### src/rtl/mips_mult_pkg.sv
// Shared definitions for the HI/LO multiply front end: FSM state encoding
// and the default operand width.
package mips_mult_pkg;

  localparam int DEFAULT_DATA_WIDTH = 32;

  typedef enum logic [1:0] {
    IDLE  = 2'd0,
    ISSUE = 2'd1,
    WAIT  = 2'd2,
    WRITE = 2'd3
  } state_e;

endpackage

### src/rtl/mult_hilo_unit_if.sv
// Link between the HI/LO unit and the sequential unsigned multiplier core.
//
// Handshake: core_start is a single-cycle pulse. core_op1/core_op2 are valid
// from that cycle until the product has been committed. The core answers with
// a single-cycle core_valid, and core_result is valid in the same cycle.
// There is no back-pressure, and core_valid can never coincide with core_start.
interface mult_hilo_unit_if #(
  parameter int W = 32
);
  logic           core_start;
  logic [W-1:0]   core_op1;
  logic [W-1:0]   core_op2;
  logic [2*W-1:0] core_result;
  logic           core_valid;

  modport master (
    output core_start,
    output core_op1,
    output core_op2,
    input  core_result,
    input  core_valid
  );

  modport slave (
    input  core_start,
    input  core_op1,
    input  core_op2,
    output core_result,
    output core_valid
  );
endinterface

### src/rtl/sign_magnitude.sv
// Converts an operand into an unsigned magnitude and a sign flag. When
// signed_en is low, the operand is passed through unchanged.
module sign_magnitude #(
  parameter int W = 32
) (
  input  logic [W-1:0] value,
  input  logic         signed_en,
  output logic [W-1:0] magnitude,
  output logic         sign
);

  // The most negative value maps to 2^(W-1), which still fits unsigned.
  assign sign      = signed_en & value[W-1];
  assign magnitude = sign ? -value : value;

endmodule

### src/rtl/mult_hilo_unit.sv
// Wraps the unsigned sequential multiplier for MULT/MULTU, sign-corrects the
// product into HI/LO, and handles the MTHI/MTLO writes.
module mult_hilo_unit
  import mips_mult_pkg::*;
#(
  parameter int DATA_WIDTH = DEFAULT_DATA_WIDTH
) (
  input  logic                  CLK,
  input  logic                  RST,
  input  logic                  mul_req,
  input  logic                  mul_signed,
  input  logic [DATA_WIDTH-1:0] rs_data,
  input  logic [DATA_WIDTH-1:0] rt_data,
  input  logic                  mthi_we,
  input  logic                  mtlo_we,
  input  logic [DATA_WIDTH-1:0] wr_data,
  output logic [DATA_WIDTH-1:0] hi,
  output logic [DATA_WIDTH-1:0] lo,
  output logic                  busy,
  mult_hilo_unit_if.master      core,
  output state_e                dbg_state
);

  localparam int W = DATA_WIDTH;

  state_e         state_q, state_d;
  logic           start_q;
  logic           neg_q;
  logic [W-1:0]   op1_q, op2_q;
  logic [W-1:0]   mag_a, mag_b;
  logic           sign_a, sign_b;
  logic [2*W-1:0] product_q;
  logic [2*W-1:0] product_fix;
  logic           accept;
  logic           mt_ok;

  sign_magnitude #(.W(W)) u_mag_a (
    .value     (rs_data),
    .signed_en (mul_signed),
    .magnitude (mag_a),
    .sign      (sign_a)
  );

  sign_magnitude #(.W(W)) u_mag_b (
    .value     (rt_data),
    .signed_en (mul_signed),
    .magnitude (mag_b),
    .sign      (sign_b)
  );

  // A request in IDLE takes priority over any MT write in the same cycle.
  assign accept = (state_q == IDLE) && mul_req;
  assign mt_ok  = (state_q == IDLE) && !mul_req;

  always_comb begin
    state_d = state_q;
    case (state_q)
      IDLE:    if (mul_req) state_d = ISSUE;
      ISSUE:   state_d = WAIT;
      WAIT:    if (core.core_valid) state_d = WRITE;
      WRITE:   state_d = IDLE;
      default: state_d = IDLE;
    endcase
  end

  always_ff @(posedge CLK or posedge RST) begin
    if (RST) begin
      state_q   <= IDLE;
      start_q   <= 1'b0;
      neg_q     <= 1'b0;
      op1_q     <= '0;
      op2_q     <= '0;
      product_q <= '0;
    end else begin
      state_q <= state_d;
      start_q <= (state_d == ISSUE);
      if (accept) begin
        op1_q <= mag_a;
        op2_q <= mag_b;
        neg_q <= sign_a ^ sign_b;
      end
      if ((state_q == WAIT) && core.core_valid) begin
        product_q <= core.core_result;
      end
    end
  end

  assign product_fix = neg_q ? -product_q : product_q;

  // HI/LO move only on the commit cycle or on an MT write accepted in IDLE.
  always_ff @(posedge CLK or posedge RST) begin
    if (RST) begin
      hi <= '0;
      lo <= '0;
    end else if (state_q == WRITE) begin
      hi <= product_fix[2*W-1:W];
      lo <= product_fix[W-1:0];
    end else if (mt_ok) begin
      if (mthi_we) hi <= wr_data;
      if (mtlo_we) lo <= wr_data;
    end
  end

  assign busy            = (state_q != IDLE);
  assign dbg_state       = state_q;
  assign core.core_start = start_q;
  assign core.core_op1   = op1_q;
  assign core.core_op2   = op2_q;

endmodule

### src/flat_wrapper.sv
// flat-port wrapper written by rule: the top's interface ports become plain ports
module mult_hilo_unit_flat import mips_mult_pkg::*;
#(
  parameter int DATA_WIDTH = DEFAULT_DATA_WIDTH
)
  (CLK, RST, mul_req, mul_signed, rs_data, rt_data, mthi_we, mtlo_we, wr_data, hi, lo, busy, dbg_state, core_core_start, core_core_op1, core_core_op2, core_core_result, core_core_valid);
  mult_hilo_unit_if #(.W(32)) core_i ();
  input  logic CLK;
  input  logic RST;
  input  logic mul_req;
  input  logic mul_signed;
  input  logic [DATA_WIDTH-1:0] rs_data;
  input  logic [DATA_WIDTH-1:0] rt_data;
  input  logic mthi_we;
  input  logic mtlo_we;
  input  logic [DATA_WIDTH-1:0] wr_data;
  output logic [DATA_WIDTH-1:0] hi;
  output logic [DATA_WIDTH-1:0] lo;
  output logic busy;
  output state_e dbg_state;
  output wire logic [$bits(core_i.core_start)-1:0] core_core_start;
  output wire logic [$bits(core_i.core_op1)-1:0] core_core_op1;
  output wire logic [$bits(core_i.core_op2)-1:0] core_core_op2;
  input wire logic [$bits(core_i.core_result)-1:0] core_core_result;
  input wire logic [$bits(core_i.core_valid)-1:0] core_core_valid;
  assign core_core_start = core_i.core_start;
  assign core_core_op1 = core_i.core_op1;
  assign core_core_op2 = core_i.core_op2;
  assign core_i.core_result = core_core_result;
  assign core_i.core_valid = core_core_valid;
  mult_hilo_unit #(.DATA_WIDTH(DATA_WIDTH)) u_core (.CLK(CLK), .RST(RST), .mul_req(mul_req), .mul_signed(mul_signed), .rs_data(rs_data), .rt_data(rt_data), .mthi_we(mthi_we), .mtlo_we(mtlo_we), .wr_data(wr_data), .hi(hi), .lo(lo), .busy(busy), .core(core_i), .dbg_state(dbg_state));
endmodule
### config.mk
export PLATFORM = sky130hd
export DESIGN_NAME = mult_hilo_unit_flat
export DESIGN_NICKNAME = d
export VERILOG_FILES = /design/src/rtl/mips_mult_pkg.sv /design/src/rtl/mult_hilo_unit_if.sv /design/src/rtl/sign_magnitude.sv /design/src/rtl/mult_hilo_unit.sv /design/src/flat_wrapper.sv
export SDC_FILE = /design/constraint.sdc
export NUM_CORES = 1
export LEC_CHECK = 0
export BUFFER_PORTS_ARGS = -buffer_cell sky130_fd_sc_hd__buf_2
export CORE_MARGIN = 10
export CORE_UTILIZATION = 58
export CTS_BUF_LIST = sky130_fd_sc_hd__clkbuf_16
export DETAILED_ROUTE_END_ITERATION = 10
export PLACE_DENSITY = 0.88
export SLEW_MARGIN = 20
export SYNTH_ARGS = -nofsm -noshare
export SYNTH_HDL_FRONTEND = slang
export SYNTH_HIERARCHICAL = 1
export SYNTH_SLANG_ARGS = --single-unit
export TNS_END_PERCENT = 100
### constraint.sdc
create_clock -name CLK -period 11.4 [get_ports CLK]
set_clock_uncertainty 0.2 [all_clocks]
set_input_delay 0.57 -clock CLK [delete_from_list [all_inputs] [get_ports CLK]]
set_output_delay 0.57 -clock CLK [all_outputs]
set_load 0.02 [all_outputs]
==> results of run 1 <==
==> critical path, delay by kind of cell, from the launching register on <==
kind | cells | cell delay, ns
DFF | 1 | 0.45
and+or+nand+nor | 4 | 2.96
AOI/OAI and AO/OA | 1 | 0.12
==> state kept, by name, indices dropped and copies added, names as in the netlist <==
name,cells
u_core/lo,32
u_core/core.core_op1,32
u_core/core.core_start,1
u_core/neg_q,1
u_core/product_q,64
u_core/core.core_op2,32
u_core/hi,32
u_core/dbg_state,2
==> routing by layer <==
metal / routed length (um) / track usage
met5: 21 / 0
met4: 1060 / 0.0876
met3: 3780 / 0.0994
met2: 16900 / 0.442
met1: 12600 / 0.298
==> power by group through the flow <==
stage | Sequential, W | Combinational (W) | Clock, W
floorplan | 0.00157 | 0.000958 | 0
global placement | 0.00134 | 0.00174 | 0
detailed placement | 0.00137 | 0.00179 | 0
CTS | 0.00136 | 0.00180 | 0.000569
global route | 0.00141 | 0.00194 | 0.000596
finish | 0.00137 | 0.00179 | 0.000558
==> cells by family (layout without fill, tap and decap cells) <==
family	after synthesis	after routing	share of synthesized area
buffers and inverters	92	361	0.0320
DFF	196	196	0.438
xor gates and xnor gates	94	94	0.0735
other	0	2	0
muxes	193	193	0.193
and+or+nand+nor	300	300	0.147
AOI/OAI and AO/OA	190	190	0.109
adders and majority gates	7	7	0.00782
==> metrics by stage <==
| stage | instances | hold slack, ns | power (W) | setup slack (ns) |
|---|---|---|---|---|
| 4_1_cts | 1601 | 0.152 | 0.00372 | 7.58 |
| 2_1_floorplan | 1072 | 0.285 | 0.00253 | 5.29 |
| 5_1_grt | 1601 | 0.151 | 0.00395 | 7.48 |
| 3_3_place_gp | 1569 | 0.284 | 0.00309 | 7.74 |
| 3_5_place_dp | 1569 | 0.289 | 0.00316 | 7.64 |
| 6_report | 1603 | 0.105 | 0.00372 | 7.56 |
==> Yosys cell counts, types with 4 or more instances <==
cell      number  area, um2
nor2_1        63        236
o21ai_0       38        190
o221ai_1       6       52.6
buf_1          4       15.0
a21oi_1       54        270
o22ai_1       19        119
dfrtp_1      196       4900
inv_1         19       71.3
nor3_1        43        215
nand2_1       36        135
or4_1         19        143
nor3b_1        5       37.5
mux2_2       183       2060
or3_1         20        125
nand3b_1       8       60.1
a31oi_1        6       37.5
o41ai_1       20        175
xnor2_1       51        447
nor4_1        20        125
clkbuf_1      61        229
o31ai_1       28        210
mux2i_1       10        100
a311oi_1       4       35.0
nand2b_1      27        169
or2_2          8       50.1
and2_1         5       31.3
xor2_1        43        377
nand3_1       24        120
ha_1           7       87.6
==> area by class of cell <==
class | count | area share
clock inverters | 15 | 0.00823
well taps | 260 | 0.0243
repair buffers | 308 | 0.117
diodes | 2 | 0.000374
multi-input cells | 784 | 0.445
flip-flops and latches | 196 | 0.367
clock buffers | 17 | 0.0318
inverters | 21 | 0.00645
==> path summary, 6_finish.rpt <==
| check | start | end | slack, ns |
|---|---|---|---|
| min | RST | u_core/core.core_op1[1] | 0.11 |
| min in group CLK | core_core_result[47] | u_core/product_q[47] | 0.17 |
| max | u_core/product_q[2] | u_core/hi[25] | 7.56 |
| max in group asynchronous | RST | u_core/lo[27] | 9.44 |
| max reg2reg | u_core/product_q[2] | u_core/hi[25] | 7.56 |
| min reg2reg | u_core/core.core_op2[12] | u_core/core.core_op2[12] | 0.30 |
==> run metrics, run 1 <==
DRC=0; endpoint class of the critical path=flip-flop; commonest non-fill, non-tap cell in the layout=buf_2; relative slew slack=0.352; Mapped Avg Cell Area=roughly 10 um2; EDFF count, synth=0; commonest non-fill, non-tap cells in the layout=298 x buf_2, 195 x dfrtp_1, 183 x mux2_2; Post-synth ARST share=1.00; WL final=around 34000 um; Final Cycle Share=0.337; DRT iter0 DRCs=850; fin util=0.710; largest net degree at the start of global routing=136; multi-input logic area=roughly 6000 um2; Die H=159 um; Ys Warns=6; min-delay worst type=primary input to async pin; Seq/Total Area, Yosys=0.438; grt ovf=0; post-route cell area=around 13000 um2; Seq pwr share=0.368; outcome=complete, no violations; Setup TNS Final=0 ns; Filler Cell Count=between 1000 and 1500; PD cells=278 nW/um2; P_int=about 0.0021 W; Fin. Hold Viols=0; nets@finish=approximately 1500; number of global-route vias before repair=just under 10000; CP Max Fanout=17; DP Area=around 13000 um2; startpoint types=flip-flop; core area=between 15000 and 20000 um2; Reg clk slew, reported paths=roughly 0.07 ns; cts bufs inserted=17; CP Data Arrival Time=3.96 ns; Total GRT Usage=0.262; row cnt=50; min Tclk post-route=3.84 ns; Top FF cell, synth=dfrtp_1; worst r2r path cells=5; crit path kind=flip-flop to flip-flop; clk root buf=clkbuf_16; Final setup viols=0; Slowest cell on crit path=or4_1; postcts setup bufs=0; combinational share of power=0.482; switching share of total power=0.435; global-route wire length before repair=around 54000 um; critical path cell sequence=or4_1, or4_1, or4_1, or4_1, o211a_1; max_cap viols=0; Vias=9742; Worst Tran Pin Value=~1 ns; Initial Util=0.595; synthesis-to-finish area growth=19.5%; Final Max Tran Viols=0; IO Pins=299; Mapped Area=approximately 11000 um2; htree depth=4; VDD IR max=roughly 0.00017 V; routability cong.=roughly 0.89; CP required=11.52 ns; CTS resizes=0; Worst-Skew Late Latency=0.43 ns; clock tree from TritonCTS=built; die area=~25000 um2; hpwl dp=about 26000 um; Clock Tree Buf Depth=2; Yosys reg bits=between 150 and 200; Lkg Pwr=5.74 nW; Hold Buf Count CTS=0; Die X=around 160 um; initial antenna violation count=4; Crit path top cell by count=or4_1; RSZ-0062 raised after global routing=no; FF+latch area=around 4900 um2; Wirelength per Cell=between 20 and 25 um; Post-Synthesis Net Count=roughly 1200; share of cells above drive strength 1=0.403; Routed Antenna Nets=0; CP peak stage delay=~0.94 ns; clk sinks=approximately 200; Max Fclk=~260 MHz; Post-Syn Instances=roughly 1100; I/O Buffers=approximately 300; Net Switching=~0.0016 W; clock group share of total power=0.150; vias per cell=~6.1; post-synth cell types=between 50 and 60; First-pass DRT Iterations=5
Power figures use the tool's default switching activity.
==> run 2: changes to the inputs <==
--- a/config.mk
+++ b/config.mk
@@ -7,10 +7,10 @@
 export LEC_CHECK = 0
 export BUFFER_PORTS_ARGS = -buffer_cell sky130_fd_sc_hd__buf_2
 export CORE_MARGIN = 10
-export CORE_UTILIZATION = 58
+export CORE_UTILIZATION = 48
 export CTS_BUF_LIST = sky130_fd_sc_hd__clkbuf_16
 export DETAILED_ROUTE_END_ITERATION = 10
-export PLACE_DENSITY = 0.88
+export PLACE_DENSITY = 0.78
 export SLEW_MARGIN = 20
 export SYNTH_ARGS = -nofsm -noshare
 export SYNTH_HDL_FRONTEND = slang
==> constraint.sdc (replaced) <==
create_clock -name CLK -period 3.2 [get_ports CLK]
set_clock_uncertainty 0.2 [all_clocks]
set_input_delay 0.16 -clock CLK [delete_from_list [all_inputs] [get_ports CLK]]
set_output_delay 0.16 -clock CLK [all_outputs]
set_load 0.02 [all_outputs]
==> run 2 against run 1 <==
Effect of this change:
- clock power rose to 3.7 times the previous value
- highest routed layer is now met4
- combinational power rose to 3.7 times the previous value
- non-clock buffer count up 194
- power rose to 3.7 times the previous value
- hold slack worse by 0.090 ns
- register-to-register slack worse by 7.5 ns
==> run metrics, run 2 (synthesis results as in run 1) <==
max reg flops=64 (unchanged); number of global-route vias before repair=11200 (was 9895); max_cap viols=0 (unchanged); initial antenna violation count=5 (was 4); Wirelength per Cell=21.9 um (was 21.4 um); crit path kind=primary input to flip-flop (was flip-flop to flip-flop); Reg clk slew, reported paths=0.08 ns (was 0.07 ns); pre-CTS WS=0.129 ns (was 7.64 ns); Total GRT Usage=0.259 (was 0.262); Max Used Layer=met4 (was met5); Worst Tran Pin Value=0.881 ns (was 0.972 ns); Die H=173 um (was 159 um); global-route wire length before repair=63100 um (was 53900 um); VDD IR max=0.000507 V (was 0.000170 V); Lkg Pwr=6.61 nW (was 5.74 nW); Worst-Skew Late Latency=0.43 ns (about the same); WL final=40600 um (was 34300 um); routability cong.=0.912 (was 0.891); Final Cycle Share=0.991; synthesis-to-finish area growth=37.7% (was 19.5%); Clock Tree Buf Depth=2 (unchanged); Filler Cell Count=1659 (was 1353); clk sinks=196 (unchanged); outcome=complete, no violations (unchanged); row cnt=55 (was 50); Vias=10800 (was 9742); Setup TNS Final=0 ns (unchanged); CP Data Arrival Time=3.35 ns (was 3.96 ns); hpwl dp=27800 um (was 25900 um); DRT iter0 DRCs=1165 (was 850); nets@finish=1696 (was 1502); share of cells above drive strength 1=0.374 (was 0.403); vias per cell=5.84 (was 6.08); core area=22800 um2 (was 18800 um2); htree depth=4 (unchanged); DRC=0 (unchanged); min-delay worst type=primary input to flip-flop (was primary input to async pin); DP Area=13200 um2 (was 12800 um2); relative slew slack=0.413 (was 0.352); commonest non-fill, non-tap cell in the layout=buf_2 (unchanged); setup ws final=0.0295 ns (was 7.56 ns); Initial Util=0.492 (was 0.595); CP required=3.38 ns (was 11.52 ns); min Tclk post-route=between 3 and 4 ns; startpoint types=primary input (was flip-flop); RSZ-0062 raised after global routing=no (unchanged); Fin. Hold Viols=0 (unchanged); Max Fclk=315 MHz; Met3 Wirelength=4050 um (was 3780 um); cts bufs inserted=17 (unchanged); Die X=173 um (was 159 um); CP Max Fanout=5 (was 17); First-pass DRT Iterations=5 (unchanged); clk root buf=clkbuf_16 (unchanged); clock tree from TritonCTS=built (unchanged); Metal-1 WL=15200 um (was 12600 um); routed wl met2=19900 um (was 16900 um); Final setup viols=0 (unchanged); commonest non-fill, non-tap cells in the layout=298 x buf_2, 195 x dfrtp_1, 183 x mux2_2 (unchanged); Tot Pwr=0.0138 W (was 0.00372 W); post-route cell area=15400 um2 (was 13400 um2); IO Pins=299 (unchanged); grt ovf=0 (unchanged); Routed Antenna Nets=0 (unchanged); Biggest register=u_core/product_q (unchanged); Final Max Tran Viols=0 (unchanged); I/O Buffers=298 (unchanged); PD cells=896 nW/um2 (was 278 nW/um2); endpoint class of the critical path=flip-flop (unchanged); largest net degree at the start of global routing=130 (was 136); die area=29800 um2 (was 25300 um2)
==> run 2: cell type report <==
| class | instances | area [um2] | area share |
|---|---|---|---|
| clock inverters | 14 | 141 | 0.00917 |
| well taps | 313 | 392 | 0.0254 |
| diodes | 5 | 12.5 | 0.000812 |
| multi-input cells | 784 | 5970 | 0.387 |
| repair buffers | 502 | 3490 | 0.226 |
| clock buffers | 17 | 425 | 0.0276 |
| inverters | 21 | 82.6 | 0.00536 |
| flip-flops and latches | 196 | 4910 | 0.318 |
==> run 2: routing by layer <==
layer / GRT usage / vias up
met1: 0.297 / 5213
met2: 0.440 / 657
li1: - / 4829
met5: 0 / -
met3: 0.0876 / 109
met4: 0.0988 / 0
==> run 2: critical path: stages <==
cell and delay (ns):
dlygate4sd3_1 0.54, buf_2 0.13, or3_1 0.36, or4_4 0.53
or4_4 0.53, o31ai_4 0.23, and2_1 0.17, dlygate4sd3_1 0.55
mux2_2 0.14
==> run 2: worst paths after layout <==
path	slack [ns]	cells after the start	start	endpoint
min reg2reg	0.30	1	u_core/core.core_op2[14]	u_core/core.core_op2[14]
max reg2reg	0.07	6	u_core/product_q[11]	u_core/hi[10]
min	0.02	4	rt_data[1]	u_core/core.core_op2[1]
max	0.03	9	rs_data[23]	u_core/core.core_op1[31]
max in group asynchronous	1.79	4	RST	u_core/core.core_op2[15]
min in group asynchronous	0.31	4	RST	u_core/product_q[54]
==> run 2: what timing repair did <==
action                                  CTS  global route
hold buffers                            166             0
endpoints found under the setup margin    0             1
gates resized for setup                   0             3
buffers inserted                          0             1
endpoints found under the hold margin   367             0
==> run 2: power by group <==
group          switching (W)  internal [W]  total [W]  leakage [nW]
Sequential           0.00126       0.00376    0.00502          2.29
Clock                0.00106       0.00103    0.00209         0.282
Combinational        0.00373       0.00296    0.00669          4.04
Total                0.00605       0.00775     0.0138          6.61
==> run 2: metrics by stage <==
step,utilization,cells,hold WS (ns)
floorplan,-,1072,0.0676
global placement,0.577,1649,0.191
detailed placement,0.577,1649,0.195
CTS,0.675,1846,0.00529
global route,0.677,1852,0.0801
finish,0.677,1852,0.0152
==> run 3: changes to the inputs <==
==> constraint.sdc (replaced) <==
create_clock -name CLK -period 3.2 [get_ports CLK]
set_clock_uncertainty 0.2 [all_clocks]
set_input_delay 0.64 -clock CLK [delete_from_list [all_inputs] [get_ports CLK]]
set_output_delay 0.64 -clock CLK [all_outputs]
set_load 0.02 [all_outputs]
==> run 3 against run 2 <==
Effect of this change:
- sequential power is 2% lower
- via count down 9.8%
- critical path depth shrank 3
- power is 1.8% lower
- critical path type is now flip-flop to flip-flop
- worst setup slack better by 0.076 ns
- global-route usage decreased by 2.2 points
- final cell count is 8.5% lower
==> run metrics, run 3 (synthesis results as in run 1) <==
Reg clk slew, reported paths=0.08 ns (about the same); setup ws final=0.105 ns (was 0.0295 ns); DRC=0 (unchanged); RSZ-0062 raised after global routing=no (unchanged); I/O Buffers=298 (unchanged); die area=29800 um2 (unchanged); max reg flops=64 (unchanged); crit path kind=flip-flop to flip-flop (was primary input to flip-flop); core area=22800 um2 (unchanged); Clock Tree Buf Depth=2 (unchanged); global-route wire length before repair=57200 um (was 63100 um); grt ovf=0 (unchanged); post-route cell area=13800 um2 (was 15400 um2); DRT iter0 DRCs=862 (was 1165); P_int=0.00770 W (was 0.00775 W); Biggest register=u_core/product_q (unchanged); CP Max Fanout=14 (was 5); min Tclk post-route=3.09 ns (was 3.17 ns); share of cells above drive strength 1=0.421 (was 0.374); clock tree from TritonCTS=built (unchanged); Seq pwr share=0.363 (was 0.364); clock group share of total power=0.157 (was 0.152); number of global-route vias before repair=10200 (was 11200); CP required=3.34 ns (was 3.38 ns); pre-CTS WS=0.121 ns (was 0.129 ns); setup slack, reg-to-reg=0.11 ns (was 0.07 ns); Final Cycle Share=0.967 (was 0.991); hpwl dp=28200 um (was 27800 um); Filler Cell Count=1971 (was 1659); IO Pins=299 (unchanged); Final Max Tran Viols=0 (unchanged); PD cells=980 nW/um2 (was 896 nW/um2); Die H=173 um (unchanged); CP Data Arrival Time=3.24 ns (was 3.35 ns); Total GRT Usage=0.238 (was 0.259); vias per cell=5.76 (was 5.84); htree depth=4 (unchanged); Max Fclk=323 MHz (was 315 MHz); cts bufs inserted=17 (unchanged); Worst Tran Pin Value=0.770 ns (was 0.881 ns); First-pass DRT Iterations=5 (unchanged); endpoint class of the critical path=flip-flop (unchanged); max_cap viols=0 (unchanged); Vias=9749 (was 10800); VDD IR max=0.000594 V (was 0.000507 V); synthesis-to-finish area growth=23.6% (was 37.7%); multi-input logic area=5950 um2 (was 5970 um2); WHS=0.126 ns (was 0.0152 ns); Final setup viols=0 (unchanged); Wirelength per Cell=21.7 um (was 21.9 um); Die X=173 um (unchanged); relative slew slack=0.486 (was 0.413); Lkg Pwr=5.96 nW (was 6.61 nW); Routed Antenna Nets=0 (unchanged); commonest non-fill, non-tap cell in the layout=buf_2 (unchanged); startpoint types=flip-flop (was primary input); Fin. Hold Viols=0 (unchanged); Initial Util=0.492 (unchanged); clk root buf=clkbuf_16 (unchanged); combinational share of power=0.480 (was 0.485); commonest non-fill, non-tap cells in the layout=298 x buf_2, 195 x dfrtp_1, 183 x mux2_2 (unchanged); DP Area=13300 um2 (was 13200 um2); switching share of total power=0.432 (was 0.438); Worst-Skew Late Latency=0.43 ns (about the same); min-delay worst type=primary input to async pin (was primary input to flip-flop); nets@finish=1539 (was 1696); row cnt=55 (unchanged); initial antenna violation count=7 (was 5); largest net degree at the start of global routing=139 (was 130); Net Switching=0.00585 W (was 0.00605 W); WL final=36800 um (was 40600 um); outcome=complete, no violations (unchanged); routability cong.=0.913 (was 0.912); clk sinks=196 (unchanged); FF+latch area=4910 um2 (unchanged)
run 3: cell count changes in the layout (fill, tap and decap cells not counted), sizes merged:
cell / before / now
dlygate4sd3: 166 / 0
buf: 336 / 345
clkinv: 10 / 7
clkinvlp: 1 / 3
diode: 5 / 3
bufinv: 0 / 1
inv: 24 / 25
run 3: timing repair:
action / 4_1_cts / 5_1_grt
buffers inserted: 0 / 0
setup endpoints to repair: 0 / 2
hold buffers: 0 / 0
resized for setup: 0 / 1
run 3: final timing paths:
kind,from,end,cells after the start
setup / recovery,u_core/product_q[4],u_core/hi[9],6
hold / removal,RST,u_core/core.core_op1[9],3
setup reg to reg,u_core/product_q[4],u_core/hi[9],6
hold reg to reg,u_core/core.core_op2[28],u_core/core.core_op2[28],1
max in group asynchronous,RST,u_core/lo[17],3
min in group CLK,core_core_result[44],u_core/product_q[44],2
run 3: worst max-delay path: stages (launching register included):
cell	delay, ns
dfrtp_1	0.43
or4_1	0.50
or4_1	0.55
or4_1	0.60
buf_4	0.23
o2111a_1	0.26
nor3_1	0.23
run 3: stage by stage:
stage / utilization / std cells / power, W / setup TNS (ns)
3_5_place_dp: 0.582 / 1659 / 0.0114 / 0
6_report: 0.607 / 1694 / 0.0136 / 0
5_1_grt: 0.607 / 1691 / 0.0144 / 0
2_1_floorplan: - / 1072 / 0.00902 / -33.79
3_3_place_gp: 0.582 / 1659 / 0.0112 / 0
4_1_cts: 0.607 / 1691 / 0.0136 / 0
run 3: final cells by class:
class | count | share of cell area
antenna | 3 | 0.000543
multi-input combinational | 784 | 0.430
inverter | 21 | 0.00597
timing repair buffer | 345 | 0.139
tap | 313 | 0.0283
sequential | 196 | 0.355
clock inverter | 15 | 0.0107
clock buffer | 17 | 0.0307
run 3: power groups by stage:
stage               sequential [W]  combinational (W)  clock, W
floorplan                  0.00561            0.00341         0
global placement           0.00486            0.00638         0
detailed placement         0.00492            0.00651         0
CTS                        0.00489            0.00655   0.00217
global route               0.00508            0.00707   0.00228
finish                     0.00492            0.00650   0.00213
run 3: per-layer routing:
metal	GRT usage	wire length, um	vias up
li1	-	-	4517
met1	0.274	14300	4696
met2	0.400	17800	468
met3	0.0939	3820	58
met4	0.0711	872	10
met5	0	54	-
